**config.mk**
```make
export PLATFORM = sky130hd
export DESIGN_NAME = spi_master_param
export DESIGN_NICKNAME = d
export VERILOG_FILES = /design/src/rtl/spi_pkg.sv /design/src/rtl/spi_clk_gen.sv /design/src/rtl/spi_master_param.sv
export SDC_FILE = /design/constraint.sdc
export NUM_CORES = 1
export LEC_CHECK = 0
export ABC_AREA = 1
export BUFFER_PORTS_ARGS = -buffer_cell sky130_fd_sc_hd__buf_2
export CORE_UTILIZATION = 55
export DETAILED_ROUTE_END_ITERATION = 6
export PLACE_DENSITY = 0.83
export SKIP_CTS_REPAIR_TIMING = 1
export SLEW_MARGIN = 15
export SYNTH_ARGS = -nofsm -noshare
export SYNTH_HDL_FRONTEND = slang
export SYNTH_SLANG_ARGS = --single-unit
```
**constraint.sdc**
```tcl
create_clock -name clk -period 3.4 [get_ports clk]
set_input_delay 0.68 -clock clk [delete_from_list [all_inputs] [get_ports clk]]
set_output_delay 0.68 -clock clk [all_outputs]
set_load 0.02 [all_outputs]
```
**src/rtl/spi_pkg.sv**
```systemverilog
// Shared types and helpers for the parametrised SPI master: FSM states,
// {cpol,cpha} mode encodings and transfer-length clamping.
package spi_pkg;

  typedef enum logic [2:0] {
    IDLE,
    LEAD,
    BITS,
    TRAIL,
    GAP
  } state_t;

  // Mode encoding is {cpol, cpha}.
  localparam logic [1:0] SPI_MODE0 = 2'b00;
  localparam logic [1:0] SPI_MODE1 = 2'b01;
  localparam logic [1:0] SPI_MODE2 = 2'b10;
  localparam logic [1:0] SPI_MODE3 = 2'b11;

  function automatic int clamp_len(input int len_in, input int data_w);
    return ((len_in == 0) || (len_in > data_w)) ? data_w : len_in;
  endfunction

endpackage

```
**src/rtl/spi_clk_gen.sv**
```systemverilog
// Half-period tick generator: down-counter reloaded with the divider value,
// one-cycle tick each time it reaches zero, held in reload while not running.
module spi_clk_gen #(
  parameter int DIV_W = 8
) (
  input  logic             clk,
  input  logic             rst_n,
  input  logic             i_run,
  input  logic [DIV_W-1:0] i_div,
  output logic             o_tick
);

  logic [DIV_W-1:0] r_cnt;

  assign o_tick = i_run && (r_cnt == '0);

  // NOTE: sequential state uses non-blocking assignments and an async active-low reset.
  always_ff @(posedge clk or negedge rst_n) begin
    if (!rst_n) begin
      r_cnt <= '0;
    end else if (!i_run || o_tick) begin
      r_cnt <= i_div;
    end else begin
      r_cnt <= r_cnt - DIV_W'(1);
    end
  end

endmodule

```
**src/rtl/spi_master_param.sv**
```systemverilog
// Parametrised full-duplex SPI master: one word per wrt, all four CPOL/CPHA
// modes, MISO capture into a left-shifting register, decoded chip selects.
module spi_master_param
  import spi_pkg::*;
#(
  parameter int DATA_W = 16,
  parameter int DIV_W  = 8,
  parameter int NUM_SS = 2,
  localparam int LEN_W = $clog2(DATA_W + 1),
  localparam int SS_W  = (NUM_SS > 1) ? $clog2(NUM_SS) : 1
) (
  input  logic              clk,
  input  logic              rst_n,
  input  logic              wrt,
  input  logic [DATA_W-1:0] tx_data,
  input  logic [LEN_W-1:0]  len,
  input  logic              cpol,
  input  logic              cpha,
  input  logic [DIV_W-1:0]  div,
  input  logic [SS_W-1:0]   ss_sel,
  input  logic              MISO,
  output logic [NUM_SS-1:0] SS_n,
  output logic              SCLK,
  output logic              MOSI,
  output logic [DATA_W-1:0] rx_data,
  output logic              busy,
  output logic              done
);

  localparam int CNT_W = $clog2(2 * DATA_W + 1);

  state_t            r_state, w_next;
  logic              w_tick;
  logic [DIV_W-1:0]  r_div, w_div;
  logic [LEN_W-1:0]  r_len, w_len;
  logic              r_cpha;
  logic [CNT_W-1:0]  r_half, w_half_total;
  logic [DATA_W-1:0] r_shift, w_tx_aligned;
  logic              r_miso_bit;
  logic [NUM_SS-1:0] r_ss_n, w_ss_dec;
  logic              r_sclk, r_mosi, r_busy, r_done;
  logic [DATA_W-1:0] r_rx;
  logic              w_in_bits, w_lead_edge, w_trail_edge, w_final_edge;

  // The counter reloads during IDLE, so it must see the incoming div on the
  // accepting edge, not the previous transfer's latched value.
  assign w_div = (r_state == IDLE) ? div : r_div;

  spi_clk_gen #(.DIV_W(DIV_W)) u_clk_gen (
    .clk   (clk),
    .rst_n (rst_n),
    .i_run (r_state != IDLE),
    .i_div (w_div),
    .o_tick(w_tick)
  );

  assign w_len        = LEN_W'(clamp_len(int'(len), DATA_W));
  assign w_tx_aligned = tx_data << (DATA_W - int'(w_len));
  assign w_half_total = CNT_W'({r_len, 1'b0});

  always_comb begin
    for (int i = 0; i < NUM_SS; i++) begin
      w_ss_dec[i] = (ss_sel != SS_W'(i));
    end
  end

  // Edge k (1-based) fires on the tick ending LEAD or BITS half-period k-1;
  // odd edges lead, even edges trail, and the last BITS half-period has none.
  assign w_in_bits    = w_tick && (r_state == BITS) && (r_half != w_half_total);
  assign w_lead_edge  = (w_tick && (r_state == LEAD)) || (w_in_bits && !r_half[0]);
  assign w_trail_edge = w_in_bits && r_half[0];
  assign w_final_edge = (r_half == w_half_total - CNT_W'(1));

  always_ff @(posedge clk or negedge rst_n) begin
    if (!rst_n) r_state <= IDLE;
    else        r_state <= w_next;
  end

  // NOTE: w_next gets a default first so no path through the case infers a latch.
  always_comb begin
    w_next = r_state;
    unique case (r_state)
      IDLE:  if (wrt) w_next = LEAD;
      LEAD:  if (w_tick) w_next = BITS;
      BITS:  if (w_tick && (r_half == w_half_total)) w_next = TRAIL;
      TRAIL: if (w_tick) w_next = GAP;
      GAP:   if (w_tick) w_next = IDLE;
      default: w_next = IDLE;
    endcase
  end

  always_ff @(posedge clk or negedge rst_n) begin
    if (!rst_n) begin
      r_ss_n     <= '1;
      r_sclk     <= 1'b0;
      r_mosi     <= 1'b0;
      r_rx       <= '0;
      r_busy     <= 1'b0;
      r_done     <= 1'b0;
      r_div      <= '0;
      r_len      <= '0;
      r_cpha     <= 1'b0;
      r_shift    <= '0;
      r_miso_bit <= 1'b0;
      r_half     <= '0;
    end else begin
      r_done <= 1'b0;
      if (r_state == IDLE) begin
        r_sclk <= cpol;
        r_mosi <= 1'b0;
        if (wrt) begin
          r_div   <= div;
          r_len   <= w_len;
          r_cpha  <= cpha;
          r_shift <= w_tx_aligned;
          r_mosi  <= cpha ? 1'b0 : w_tx_aligned[DATA_W-1];
          r_ss_n  <= w_ss_dec;
          r_busy  <= 1'b1;
        end
      end
      if (w_tick && (r_state == LEAD))      r_half <= CNT_W'(1);
      else if (w_tick && (r_state == BITS)) r_half <= r_half + CNT_W'(1);
      if (w_lead_edge || w_trail_edge) r_sclk <= ~r_sclk;
      if (w_lead_edge) begin
        if (r_cpha) r_mosi     <= r_shift[DATA_W-1];
        else        r_miso_bit <= MISO;
      end
      if (w_trail_edge) begin
        r_shift <= {r_shift[DATA_W-2:0], r_cpha ? MISO : r_miso_bit};
        if (!r_cpha && !w_final_edge) r_mosi <= r_shift[DATA_W-2];
      end
      if (w_tick && (r_state == TRAIL)) r_ss_n <= '1;
      if (w_tick && (r_state == GAP)) begin
        r_busy <= 1'b0;
        r_done <= 1'b1;
        r_rx   <= r_shift;
        r_mosi <= 1'b0;
      end
    end
  end

  assign SS_n    = r_ss_n;
  assign SCLK    = r_sclk;
  assign MOSI    = r_mosi;
  assign rx_data = r_rx;
  assign busy    = r_busy;
  assign done    = r_done;

endmodule

```
==> results_dict.tcl <==
set metrics [dict create \
    status "finished, final reports clean" \
    rows 30 \
    powerDensity_nw_per_um2 693 \
    grt_antenna_before_repair 0 \
    fin_skew_ps 7.65 \
    finalCritPeriodShare_pct 85.8 \
    wl_per_cell_um 13.1 \
    antenna_left 0 \
    synth_nets 568 \
    clkTransAtPathRegs_ps 70 \
    crit_path_cell_trace "buf_2 > or4_1 > ha_1 > inv_2 > nand2_1 > ha_1 > inv_1 > nand2_1 > nand3_1 > o21ai_0 > o211ai_1 > nand3_1" \
    synthArstFlopShare_pct 100 \
    cts_max_level 3 \
    rsz0062_at_grt "false" \
    fin_tns_setup_ps 0 \
    routed_via_density 5.42 \
    drive_above_1_share_pct 18.1 \
    die_x_um 88.0 \
    grt_max_degree 71 \
    cts_buffers 9 \
    synthTopCellsByArea "dfrtp_1, nand2_1, nand3_1" \
    crit_slowest_cell "or4_1" \
    avgSynthCellArea_um2 7.72 \
    antenna_cells 0 \
    synth_ff_type "dfrtp_1" \
    reg2reg_slack_ps 810 \
    num_vias 3701 \
    final_common_cell "nand2_1" \
    yosys.area.top_type "dfrtp_1" \
    cp-end-kind "flop" \
    startpoint_type "input pin" \
    drc 0 \
    fp.dieH_um 88.0 \
    fin_nets 623 \
    io_buffers 57 \
    dpl.hpwl_um 6520 \
    postPlaceCellArea_um2 4430 \
    clk_root_buffer_cell "clkbuf_8" \
    grt.total_usage_pct 25.7 \
    fmax_ghz 0.343 \
    p_total_mw 3.23 \
    wirelength_um 8970 \
    peakVddDrop_mv 0.309 \
    tightestPinTransition_ps 859 \
    leakage_nw 2.32 \
    yosysWarnings 0 \
    crit_type "in -> reg" \
    most-common-layout-cells "nand2_1, dfrtp_1, inv_1" \
    yosys.area.top_type_share_pct 41.8 \
    die_area_um2 7740 \
    coreArea_um2 6980 \
    synth_edf_count 0 \
    ios 58 \
    regArea_um2 1750 \
    cts_buffer_depth 2 \
    cp_slowest_stage_delay_ps 520 \
    multi_input_area_um2 1950 \
    critPathRequiredTime_ps 3610 \
    slew_viol_final 0 \
    fin_area_um2 4660 \
    syn_to_final_growth_pct 14.6 \
    cap_violations 0 \
    clk_latency_ps 340 \
    ys_seq_area_share_pct 43.1 \
    synth-seq-cells 70 \
    overflow 0 \
    hold_class "reg -> reg" \
    cts_tree "built" \
    place_congestion 0.919 \
    cts.sinks 70 \
    drtPass1Iterations 5 \
    max_slew_margin_pct 42.8 \
    netlist_instances 527 \
    crit_arrival_ps 3130 \
    path_max_fanout 15 \
    synth.distinct_cells 48 \
    grt_pass1_vias 3387 \
    fin_crit_ps 2920 \
    grt_pass1_wl_um 15300 \
    syn-cell-area_um2 4070 \
    setup_viol 0 \
    first_iter_violations 227 \
    hold_viol 0 \
    nFillCells 596 \
    start_util_pct 58.2 \
]
routing by layer:
layer  GRT usage [%]  vias up  wire length (um)  part of all wire, %
li1                -     1868                 -                    -
met1            35.3     1675              4250                   47
met4            9.24        0               146                  1.6
met3            5.28       16               551                  6.1
met2            40.3      142              4020                   45
met5               0        -                 0                    0
registers in the layout, indices dropped and copies added (netlist names):
register         flops
r_shift             16
rx_data             16
r_div                8
u_clk_gen.r_cnt      8
r_half               6
r_len                5
r_state              3
SS_n                 2
MOSI                 1
SCLK                 1
busy                 1
done                 1
r_cpha               1
r_miso_bit           1
kinds of logic after synthesis:
| group | after synthesis | synth area share [%] |
|---|---|---|
| multiplexers | 3 | 0.861 |
| AO/OA/AOI/OAI | 108 | 16.1 |
| flip-flops | 70 | 43.1 |
| AND/OR/NAND/NOR | 235 | 26.1 |
| XOR/XNOR | 14 | 3.20 |
| adder cells (fa/ha/maj) | 5 | 1.54 |
| buffers and inverters | 92 | 9.02 |
power by group:
group | total (mW) | internal [mW] | switching [mW]
combinational | 1.19 | 0.444 | 0.747
clock | 0.758 | 0.453 | 0.305
sequential | 1.28 | 1.09 | 0.192
cells in the mapped netlist (7+ instances only):
cell type and instances:
inv_1 64, clkbuf_1 11, nand3_1 53, a21oi_1 12, o211ai_1 11, o221ai_1 11
inv_2 7, o21ai_0 32, xor2_1 8, nor2_1 24, nand2_1 129, o21ai_1 23
dfrtp_1 68
worst max-delay path: cells and delay by family:
family | cells | cell delay [ps]
buf+inv | 3 | 450
compound gates | 2 | 380
fa+ha+maj | 2 | 640
simple gates | 5 | 980
through the flow:
stage	utilization, %	setup slack (ps)	hold WS (ps)	std cells
2_1_floorplan	-	52.1	384	527
3_3_place_gp	63.4	254	456	667
3_5_place_dp	63.4	185	458	667
4_1_cts	66.7	525	475	683
5_1_grt	66.7	222	499	683
6_report	66.7	482	477	683
path summary, 6_finish.rpt:
path,end,from,cells after the start
worst max-delay path,r_shift[12]$_DFFE_PN0P_,len[0],12
worst min-delay path,rx_data[9]$_DFFE_PN0P_,rx_data[9]$_DFFE_PN0P_,2
worst max register to register,r_shift[8]$_DFFE_PN0P_,u_clk_gen.r_cnt[0]$_DFF_PN0_,10
worst min register to register,rx_data[9]$_DFFE_PN0P_,rx_data[9]$_DFFE_PN0P_,2
max in group asynchronous,r_shift[1]$_DFFE_PN0P_,rst_n,2
min in group asynchronous,r_div[5]$_DFFE_PN0P_,rst_n,2
final cells by class:
| type | instances | share of cell area (%) |
|---|---|---|
| tap | 96 | 2.58 |
| sequential | 70 | 37.6 |
| timing repair buffer | 63 | 7.09 |
| clock inverter | 5 | 1.75 |
| multi-input combinational | 365 | 41.8 |
| inverter | 73 | 5.93 |
| clock buffer | 11 | 3.25 |
No activity file was read; power rests on OpenSTA's default activity.
